--- src/rtl/cron_pkg.sv ---
// -----------------------------------------------------------------------------
// cron_pkg
// Shared constants, types and helpers for the stopwatch display path.
//   - CRON_DIGITS / CRON_CNT_W / CRON_BCD_W : display geometry and widths
//   - SEG_* : 7-segment patterns {g,f,e,d,c,b,a}, active-high (1 = lit)
//   - bcd_state_e : state encoding of the sequential binary-to-BCD converter
//   - seg_decode() : BCD nibble -> active-high segment pattern
//   - bcd_add3()   : double-dabble correction step on a 4-nibble accumulator
// -----------------------------------------------------------------------------
package cron_pkg;

    localparam int CRON_DIGITS = 4;
    localparam int CRON_CNT_W  = 10;
    localparam int CRON_BCD_W  = 16;

    localparam logic [6:0] SEG_0     = 7'b0111111;
    localparam logic [6:0] SEG_1     = 7'b0000110;
    localparam logic [6:0] SEG_2     = 7'b1011011;
    localparam logic [6:0] SEG_3     = 7'b1001111;
    localparam logic [6:0] SEG_4     = 7'b1100110;
    localparam logic [6:0] SEG_5     = 7'b1101101;
    localparam logic [6:0] SEG_6     = 7'b1111101;
    localparam logic [6:0] SEG_7     = 7'b0000111;
    localparam logic [6:0] SEG_8     = 7'b1111111;
    localparam logic [6:0] SEG_9     = 7'b1101111;
    localparam logic [6:0] SEG_BLANK = 7'b0000000;

    typedef enum logic [1:0] {
        BCD_IDLE  = 2'd0,
        BCD_SHIFT = 2'd1,
        BCD_DONE  = 2'd2
    } bcd_state_e;

    // Non-decimal nibbles (10..15) are shown as a dark digit.
    function automatic logic [6:0] seg_decode(input logic [3:0] nib);
        logic [6:0] pat;
        case (nib)
            4'd0:    pat = SEG_0;
            4'd1:    pat = SEG_1;
            4'd2:    pat = SEG_2;
            4'd3:    pat = SEG_3;
            4'd4:    pat = SEG_4;
            4'd5:    pat = SEG_5;
            4'd6:    pat = SEG_6;
            4'd7:    pat = SEG_7;
            4'd8:    pat = SEG_8;
            4'd9:    pat = SEG_9;
            default: pat = SEG_BLANK;
        endcase
        return pat;
    endfunction

    // Any nibble >= 5 would overflow past 9 after the next doubling, so it is
    // pre-corrected by +3 before the shift.
    function automatic logic [CRON_BCD_W-1:0] bcd_add3(input logic [CRON_BCD_W-1:0] acc);
        logic [CRON_BCD_W-1:0] res;
        res = acc;
        for (int i = 0; i < CRON_DIGITS; i++) begin
            if (acc[4*i +: 4] >= 4'd5) begin
                res[4*i +: 4] = acc[4*i +: 4] + 4'd3;
            end
        end
        return res;
    endfunction

endpackage

--- src/rtl/bin2bcd_seq.sv ---
// -----------------------------------------------------------------------------
// bin2bcd_seq
// Sequential shift-add-3 (double-dabble) converter, one bit per clock.
//   clk   in   1   clock
//   rst   in   1   synchronous reset, active-high
//   bin   in  10   binary value, captured when start is seen in IDLE
//   start in   1   begin a conversion (ignored unless IDLE)
//   busy  out  1   high in SHIFT and DONE
//   bcd   out 16   latched result {thousands,hundreds,tens,units}
//   done  out  1   one-cycle pulse while in DONE (bcd loads on that edge)
// Timing: start seen at edge E0, SHIFT on E1..E10, bcd loads at E11.
// -----------------------------------------------------------------------------
module bin2bcd_seq
    import cron_pkg::*;
(
    input  logic                  clk,
    input  logic                  rst,
    input  logic [CRON_CNT_W-1:0] bin,
    input  logic                  start,
    output logic                  busy,
    output logic [CRON_BCD_W-1:0] bcd,
    output logic                  done
);

    bcd_state_e            state_q, state_d;
    logic [CRON_CNT_W-1:0] sreg_q, sreg_d;
    logic [CRON_BCD_W-1:0] acc_q, acc_d;
    logic [CRON_BCD_W-1:0] acc_adj;
    logic [3:0]            cnt_q, cnt_d;
    logic [CRON_BCD_W-1:0] bcd_q, bcd_d;

    always_comb begin
        state_d = state_q;
        sreg_d  = sreg_q;
        acc_d   = acc_q;
        cnt_d   = cnt_q;
        bcd_d   = bcd_q;
        done    = 1'b0;
        acc_adj = bcd_add3(acc_q);

        case (state_q)
            BCD_IDLE: begin
                if (start) begin
                    sreg_d  = bin;
                    acc_d   = '0;
                    cnt_d   = 4'd10;
                    state_d = BCD_SHIFT;
                end
            end
            BCD_SHIFT: begin
                // Correct, then shift {acc, sreg} left by one bit.
                acc_d  = {acc_adj[CRON_BCD_W-2:0], sreg_q[CRON_CNT_W-1]};
                sreg_d = {sreg_q[CRON_CNT_W-2:0], 1'b0};
                cnt_d  = cnt_q - 4'd1;
                if (cnt_q == 4'd1) begin
                    state_d = BCD_DONE;
                end
            end
            BCD_DONE: begin
                bcd_d   = acc_q;
                done    = 1'b1;
                state_d = BCD_IDLE;
            end
            default: begin
                state_d = BCD_IDLE;
            end
        endcase
    end

    always_ff @(posedge clk) begin
        if (rst) begin
            state_q <= BCD_IDLE;
            sreg_q  <= '0;
            acc_q   <= '0;
            cnt_q   <= '0;
            bcd_q   <= '0;
        end else begin
            state_q <= state_d;
            sreg_q  <= sreg_d;
            acc_q   <= acc_d;
            cnt_q   <= cnt_d;
            bcd_q   <= bcd_d;
        end
    end

    assign busy = (state_q != BCD_IDLE);
    assign bcd  = bcd_q;

endmodule

--- src/rtl/cron_display.sv ---
// -----------------------------------------------------------------------------
// cron_display
// Display back-end for the stopwatch: converts the 10-bit seconds count to BCD
// and scans it onto a four-digit multiplexed 7-segment display.
//   REFRESH_DIV  clk cycles per digit slot (>= 1)
//   ACTIVE_LOW   1: seg/an active-low, 0: active-high
//   clk   in   1   system clock
//   rst   in   1   synchronous reset, active-high
//   value in  10   binary count, 0..1023
//   seg   out  7   segment drive {g,f,e,d,c,b,a}
//   an    out  4   one-hot digit enable, bit 0 = units
//   bcd   out 16   latched BCD {thousands,hundreds,tens,units}
//   busy  out  1   conversion in progress
// Build option: define CRON_DISPLAY_LZB_EN for leading-zero blanking of
// digits 3..1 (digit 0 always shown; an keeps scanning all four digits).
// -----------------------------------------------------------------------------
module cron_display
    import cron_pkg::*;
#(
    parameter int REFRESH_DIV = 50000,
    parameter int ACTIVE_LOW  = 1
) (
    input  logic                  clk,
    input  logic                  rst,
    input  logic [CRON_CNT_W-1:0] value,
    output logic [6:0]            seg,
    output logic [3:0]            an,
    output logic [CRON_BCD_W-1:0] bcd,
    output logic                  busy
);

    localparam int              CNT_W    = (REFRESH_DIV > 1) ? $clog2(REFRESH_DIV) : 1;
    localparam logic [CNT_W-1:0] CNT_LAST = CNT_W'(REFRESH_DIV - 1);
    localparam logic             INV      = (ACTIVE_LOW != 0);

    // Change detect: last_val holds the most recently converted value, pend
    // holds the value currently being converted.
    logic [CRON_CNT_W-1:0] last_val_q, last_val_d;
    logic [CRON_CNT_W-1:0] pend_q, pend_d;
    logic                  start;
    logic                  conv_busy;
    logic                  conv_done;
    logic [CRON_BCD_W-1:0] conv_bcd;

    logic [CNT_W-1:0]      refresh_cnt_q, refresh_cnt_d;
    logic [1:0]            digit_idx_q, digit_idx_d;
    logic [6:0]            seg_q, seg_d;
    logic [3:0]            an_q, an_d;
    logic                  refresh_last;
    logic [3:0]            nib;
    logic                  blank;
    logic [6:0]            seg_ah;
    logic [3:0]            an_ah;

    bin2bcd_seq u_bin2bcd (
        .clk   (clk),
        .rst   (rst),
        .bin   (value),
        .start (start),
        .busy  (conv_busy),
        .bcd   (conv_bcd),
        .done  (conv_done)
    );

    always_comb begin
        start      = (value != last_val_q) && !conv_busy;
        pend_d     = start ? value : pend_q;
        last_val_d = conv_done ? pend_q : last_val_q;
    end

    always_comb begin
        refresh_last  = (refresh_cnt_q == CNT_LAST);
        refresh_cnt_d = refresh_last ? '0 : refresh_cnt_q + CNT_W'(1);
        digit_idx_d   = refresh_last ? digit_idx_q + 2'd1 : digit_idx_q;

        // seg and an are both derived from the next digit index so the
        // registered pair always agrees.
        nib   = conv_bcd[{digit_idx_d, 2'b00} +: 4];
        blank = 1'b0;
`ifdef CRON_DISPLAY_LZB_EN
        case (digit_idx_d)
            2'd3:    blank = (conv_bcd[15:12] == 4'd0);
            2'd2:    blank = (conv_bcd[15:8]  == 8'd0);
            2'd1:    blank = (conv_bcd[15:4]  == 12'd0);
            default: blank = 1'b0;
        endcase
`endif
        seg_ah = blank ? SEG_BLANK : seg_decode(nib);
        an_ah  = 4'b0001 << digit_idx_d;
        seg_d  = INV ? ~seg_ah : seg_ah;
        an_d   = INV ? ~an_ah  : an_ah;
    end

    always_ff @(posedge clk) begin
        if (rst) begin
            last_val_q    <= '0;
            pend_q        <= '0;
            refresh_cnt_q <= '0;
            digit_idx_q   <= 2'd0;
            seg_q         <= INV ? ~SEG_0 : SEG_0;
            an_q          <= INV ? 4'b1110 : 4'b0001;
        end else begin
            last_val_q    <= last_val_d;
            pend_q        <= pend_d;
            refresh_cnt_q <= refresh_cnt_d;
            digit_idx_q   <= digit_idx_d;
            seg_q         <= seg_d;
            an_q          <= an_d;
        end
    end

    assign seg  = seg_q;
    assign an   = an_q;
    assign bcd  = conv_bcd;
    assign busy = conv_busy;

endmodule

--- config.mk ---
export PLATFORM = sky130hd
export DESIGN_NAME = cron_display
export DESIGN_NICKNAME = d
export VERILOG_FILES = /design/src/rtl/cron_pkg.sv /design/src/rtl/bin2bcd_seq.sv /design/src/rtl/cron_display.sv
export SDC_FILE = /design/constraint.sdc
export NUM_CORES = 1
export LEC_CHECK = 0
export BUFFER_PORTS_ARGS = -buffer_cell sky130_fd_sc_hd__buf_4
export CAP_MARGIN = 20
export CORE_MARGIN = 8
export CORE_UTILIZATION = 59
export CTS_BUF_LIST = sky130_fd_sc_hd__clkbuf_16
export DETAILED_ROUTE_END_ITERATION = 16
export MAX_ROUTING_LAYER = met4
export PLACE_DENSITY = 0.79
export SETUP_SLACK_MARGIN = 0.1
export SYNTH_ARGS = -nofsm -noshare
export SYNTH_HDL_FRONTEND = slang
export SYNTH_SLANG_ARGS = --single-unit
export TNS_END_PERCENT = 30
--- constraint.sdc ---
create_clock -name clk -period 3.45 [get_ports clk]
set_input_delay 0.5175 -clock clk [delete_from_list [all_inputs] [get_ports clk]]
set_output_delay 0.5175 -clock clk [all_outputs]
set_load 0.005 [all_outputs]
==> flow_summary.html <==
<table>
<tr><th>Metric</th><th>Value</th></tr>
<tr><th colspan="2">Logic synthesis</th></tr>
<tr><td>Post-synthesis average cell area</td><td>slightly above 8 µm²</td></tr>
<tr><td>Number of nets produced by synthesis</td><td>547</td></tr>
<tr><td>Most used flip-flop cell after synthesis</td><td>dfxtp_1</td></tr>
<tr><td>Syn Std Cell Area</td><td>between 4000 and 5000 µm²</td></tr>
<tr><td>Synth Area in Adders</td><td>4.650%</td></tr>
<tr><td>Distinct cell type count after synthesis</td><td>43</td></tr>
<tr><td>Number of warnings printed during yosys synthesis</td><td>0</td></tr>
<tr><td>Async set or reset register ratio after synthesis</td><td>0%</td></tr>
<tr><td>Post-Syn Instances</td><td>519</td></tr>
<tr><td>#FFs+latches synth</td><td>97</td></tr>
<tr><td>Post-synthesis compound-gate area fraction</td><td>a little over an eighth</td></tr>
<tr><td>Share of synthesized area occupied by flip-flops and latches</td><td>around 45%</td></tr>
<tr><td>Dominant combinational cell family by area after synthesis</td><td>simple AND/OR/NAND/NOR gates</td></tr>
<tr><td>Xor and xnor fraction of the mapped netlist area</td><td>7.120%</td></tr>
<tr><td>Number of synthesized flops with an enable pin</td><td>0</td></tr>
<tr><td>Post-synthesis mux area share</td><td>2.412%</td></tr>
<tr><td>Simple-gate share of the synthesized area</td><td>21.56%</td></tr>
<tr><th colspan="2">Clock network</th></tr>
<tr><td>PostCTS Resize Cnt</td><td>0</td></tr>
<tr><td>Number of buffers inserted during clock tree synthesis</td><td>9</td></tr>
<tr><td>Buffers from clock root to sink, at most</td><td>2</td></tr>
<tr><td>Number of buffers inserted to repair setup after CTS</td><td>0</td></tr>
<tr><td>Deepest level of the CTS H-tree</td><td>3</td></tr>
<tr><td>Hold-fix buffers, CTS</td><td>0</td></tr>
<tr><td>Skew-Pair Late Insertion Delay</td><td>340 ps</td></tr>
<tr><td>Clock net sink count</td><td>97</td></tr>
<tr><td>Root buffer cell</td><td>clkbuf_16</td></tr>
<tr><td>TritonCTS clock tree</td><td>built</td></tr>
<tr><td>Clk slew on worst S/H paths</td><td>70 ps</td></tr>
<tr><th colspan="2">Hold path</th></tr>
<tr><td>WHS Path Cells</td><td>1</td></tr>
<tr><td>Worst hold endpoint</td><td>refresh_cnt_q[0]$_SDFF_PP0_</td></tr>
<tr><td>Hold crit path type</td><td>reg -&gt; reg</td></tr>
<tr><td>Startpoint of the worst hold path</td><td>refresh_cnt_q[0]$_SDFF_PP0_</td></tr>
<tr><th colspan="2">STA</th></tr>
<tr><td>Final-layout setup total negative slack</td><td>0 ps</td></tr>
<tr><td>Final Max Tran Viols</td><td>0</td></tr>
<tr><td>Total of endpoints with negative setup slack in the final report</td><td>0</td></tr>
<tr><td>Remaining max-slew budget at the tightest pin</td><td>29.55%</td></tr>
<tr><td>Achievable Freq</td><td>0.3286 GHz</td></tr>
<tr><td>Unrepaired setup endpoints after global routing</td><td>false</td></tr>
<tr><td>Final Skew</td><td>just under 10 ps</td></tr>
<tr><td>Clock period minus final worst setup slack</td><td>around 3000 ps</td></tr>
<tr><td>Slew at the pin with the worst max-slew slack</td><td>around 1100 ps</td></tr>
<tr><td>Final hold violation count</td><td>0</td></tr>
<tr><td>Period utilization</td><td>between 80% and 90%</td></tr>
<tr><th colspan="2">Pwr</th></tr>
<tr><td>Clock Power Share</td><td>42.7%</td></tr>
<tr><td>Leakage Power</td><td>between 1.5 and 2 nW</td></tr>
<tr><td>Post-layout power</td><td>2.299 mW</td></tr>
<tr><td>Maximum resistive drop on vdd</td><td>0.0003808 V</td></tr>
<tr><td>Total internal power</td><td>1.764 mW</td></tr>
<tr><td>Combinational Power Share</td><td>under 10%</td></tr>
<tr><td>Cell Pwr Density</td><td>465.5 nW/µm²</td></tr>
<tr><td>Net switching fraction of the power</td><td>23.26%</td></tr>
<tr><td>Share of power burned in registers</td><td>50.8%</td></tr>
<tr><td>NetSw</td><td>between 0.5 and 0.6 mW</td></tr>
<tr><th colspan="2">Setup path</th></tr>
<tr><td>Critical Path Slowest Stage Cell</td><td>a222oi_1</td></tr>
<tr><td>CP endpoint kind</td><td>flip-flop</td></tr>
<tr><td>Startpoint of the lowest-slack register-to-register path</td><td>refresh_cnt_q[0]$_SDFF_PP0_</td></tr>
<tr><td>Crit Path Category</td><td>reg -&gt; reg</td></tr>
<tr><td>Reg2reg path depth</td><td>10</td></tr>
<tr><td>Kind of start point of the critical path</td><td>flip-flop</td></tr>
<tr><td>Arrival time of the worst setup path</td><td>roughly 3300 ps</td></tr>
<tr><td>CP Cell Sequence</td><td>ha_1 &gt; and3_1 &gt; nand4_4 &gt; xnor2_1 &gt; a222oi_1 &gt; inv_1 &gt; ha_1 &gt; inv_1 &gt; mux2i_1 &gt; a221oi_2</td></tr>
<tr><td>Data required time of the critical path</td><td>3700 ps</td></tr>
<tr><td>Internal reg-to-reg setup slack</td><td>410 ps</td></tr>
<tr><td>Reg-to-reg endpoint</td><td>seg[4]$_SDFF_PP0_</td></tr>
<tr><td>Biggest fanout along the worst timing path</td><td>6</td></tr>
<tr><td>Crit path largest cell delay</td><td>approximately 880 ps</td></tr>
<tr><th colspan="2">Cells and area</th></tr>
<tr><td>Layout Cell Area excl Fill</td><td>4938 µm²</td></tr>
<tr><td>Area of all sequential standard cells</td><td>1942 µm²</td></tr>
<tr><td>Antenna diode count</td><td>0</td></tr>
<tr><td>Synth-to-Final Area Change</td><td>14.71%</td></tr>
<tr><td>Fillers</td><td>590</td></tr>
<tr><td>Multi-input logic area</td><td>2121 µm²</td></tr>
<tr><td>Net count reported at finish</td><td>between 500 and 600</td></tr>
<tr><td>Share of cells above drive strength 1</td><td>12.57%</td></tr>
<tr><th colspan="2">Detailed routing</th></tr>
<tr><td>Detail Route Antenna Nets</td><td>0</td></tr>
<tr><td>Overall via count from detail_route</td><td>3541</td></tr>
<tr><td>DRC violation count after routing</td><td>0</td></tr>
<tr><td>Average wire per standard cell</td><td>roughly 14 µm</td></tr>
<tr><td>DRC marker count from the first detailed-route iteration</td><td>233</td></tr>
<tr><td>First-pass DRT Iterations</td><td>5</td></tr>
<tr><td>Vias per Instance</td><td>5.465</td></tr>
<tr><td>Wire length reported by the detailed router</td><td>9390 µm</td></tr>
<tr><th colspan="2">Floorplanning</th></tr>
<tr><td>Die area</td><td>10290 µm²</td></tr>
<tr><td>Initial core utilization</td><td>around 60%</td></tr>
<tr><td>Number of standard-cell rows in the floorplan</td><td>31</td></tr>
<tr><td>Die W</td><td>101.4 µm</td></tr>
<tr><td>Ports placed on the boundary</td><td>40</td></tr>
<tr><td>Standard cell core area</td><td>7176 µm²</td></tr>
<tr><td>Die height</td><td>101.4 µm</td></tr>
<tr><th colspan="2">GRT</th></tr>
<tr><td>Total Routing Usage GR</td><td>19.94%</td></tr>
<tr><td>Via count of the first global-routing pass</td><td>about 3400</td></tr>
<tr><td>GR Overflow Total</td><td>0</td></tr>
<tr><td>Maximum number of pins on one net before global-route repair</td><td>45</td></tr>
<tr><td>First-pass GRT wire length</td><td>16030 µm</td></tr>
<tr><td>Antenna violations before repair</td><td>0</td></tr>
<tr><th colspan="2">Place</th></tr>
<tr><td>Routability congestion estimate</td><td>around 0.93</td></tr>
<tr><td>Placed cell area</td><td>4644 µm²</td></tr>
<tr><td>PortBufs</td><td>39</td></tr>
<tr><td>HPWL reported at the end of detailed placement</td><td>6440 µm</td></tr>
<tr><th colspan="2">Outcome</th></tr>
<tr><td>Outcome</td><td>completed</td></tr>
<tr><th colspan="2">Job</th></tr>
<tr><td>Max-cap violations</td><td>0</td></tr>
</table>
## per-layer routing
| metal | track usage, % | part of all wire, % |
|---|---|---|
| met1 | 23.35 | 44 |
| met4 | 6.644 | 1.0 |
| met5 | - | 0 |
| met2 | 32.64 | 49 |
| met3 | 5.017 | 5.7 |
## critical path: cells and delay by family (launching register included)
family,cells,cell delay [ps]
AO/OA/AOI/OAI,2,1130
AND/OR/NAND/NOR,2,440
adder cells (fa/ha/maj),2,430
flip-flops,1,350
buffers and inverters,2,270
XOR/XNOR,1,230
multiplexers,1,90
## sequential cells by signal (all words and copies together), names as in the netlist
signal	count
u_bin2bcd.bcd	16
u_bin2bcd.cnt_q	4
an	4
pend_q	10
refresh_cnt_q	16
seg	7
u_bin2bcd.acc_q	16
u_bin2bcd.state_q	2
last_val_q	10
digit_idx_q	2
u_bin2bcd.sreg_q	10
## area by class of cell
class                      count  share of cell area (%)
clock inverter                 7                   1.393
clock buffer                   9                   4.560
timing repair buffer          44                   6.689
inverter                      34                   2.584
multi-input combinational    358                   42.94
sequential                    97                   39.32
tap                           99                   2.508
## logic make-up (layout without fill, tap and decap cells)
kind of cell | after synthesis | in the layout
buffers and inverters | 64 | 94
and+or+nand+nor | 200 | 200
DFF | 97 | 97
xor gates and xnor gates | 35 | 35
muxes | 10 | 10
adders and majority gates | 16 | 16
AOI/OAI and AO/OA | 97 | 97
## how the worst max path moves through the flow
stage,end,depth (start not counted),from
after global placement,seg[4]$_SDFF_PP0_,10,refresh_cnt_q[0]$_SDFF_PP0_
after CTS,seg[4]$_SDFF_PP0_,10,refresh_cnt_q[0]$_SDFF_PP0_
after detailed placement,seg[4]$_SDFF_PP0_,10,refresh_cnt_q[0]$_SDFF_PP0_
after floorplan,seg[2]$_SDFF_PP0_,8,refresh_cnt_q[0]$_SDFF_PP0_
final,seg[4]$_SDFF_PP0_,10,refresh_cnt_q[0]$_SDFF_PP0_
after global routing,seg[4]$_SDFF_PP0_,10,refresh_cnt_q[0]$_SDFF_PP0_
## cell usage in the layout, fill, tap and decap left out, types with 2 or more instances in the layout
cell | netlist | final
a221oi_1 | 10 | 10
xor2_1 | 20 | 20
buf_4 | 0 | 44
nor2b_1 | 3 | 3
dfxtp_1 | 97 | 97
a21oi_1 | 58 | 58
nor3_1 | 9 | 9
nand2_1 | 74 | 74
clkbuf_16 | 0 | 9
nand2b_1 | 9 | 9
inv_6 | 0 | 3
and3_1 | 6 | 6
mux2i_1 | 9 | 9
a211oi_1 | 3 | 3
o21ai_0 | 12 | 12
a222oi_1 | 4 | 4
a31oi_1 | 4 | 4
or2b_1 | 2 | 2
nand3_1 | 19 | 19
nor2_1 | 62 | 62
inv_1 | 34 | 35
or2_2 | 2 | 2
nor4_1 | 2 | 2
xnor2_1 | 15 | 15
ha_1 | 16 | 16
nor3b_1 | 2 | 2
## synth_stat cells, types with 2 or more instances
| cell | n | share of area (%) |
|---|---|---|
| nor3_1 | 9 | 1.0 |
| a31oi_1 | 4 | 0.58 |
| inv_1 | 34 | 3.0 |
| xor2_1 | 20 | 4.1 |
| nor2b_1 | 3 | 0.44 |
| clkbuf_1 | 27 | 2.4 |
| and3_1 | 6 | 0.87 |
| nand2_1 | 74 | 6.5 |
| a21oi_1 | 58 | 6.7 |
| nand2b_1 | 9 | 1.3 |
| a221oi_1 | 10 | 2.0 |
| nor2_1 | 62 | 5.4 |
| nor3b_1 | 2 | 0.35 |
| nor4_1 | 2 | 0.29 |
| a211oi_1 | 3 | 0.52 |
| buf_2 | 2 | 0.23 |
| ha_1 | 16 | 4.6 |
| dfxtp_1 | 97 | 45 |
| nand3_1 | 19 | 2.2 |
| a222oi_1 | 4 | 0.93 |
| or2_2 | 2 | 0.29 |
| or2b_1 | 2 | 0.35 |
| mux2i_1 | 9 | 2.1 |
| xnor2_1 | 15 | 3.1 |
| o21ai_0 | 12 | 1.4 |
## per-stage QoR
stage          worst slack (ps)  hold slack (ps)  instances  util (%)
2_1_floorplan             879.5            413.2        519         -
3_3_place_gp              679.7            423.6        632     64.73
3_5_place_dp              521.0            435.7        632     64.73
4_1_cts                   459.7            448.1        648     68.82
5_1_grt                   164.4            475.1        648     68.82
6_report                  406.5            448.8        648     68.82
## power by group through the flow
stage	sequential [mW]	combinational [mW]	clock (mW)
6_report	1.17	0.148	0.982
5_1_grt	1.17	0.167	1.04
4_1_cts	1.17	0.149	0.995
3_5_place_dp	1.19	0.147	0
3_3_place_gp	1.19	0.143	0
2_1_floorplan	1.19	0.110	0
Power figures use the tool's default switching activity.
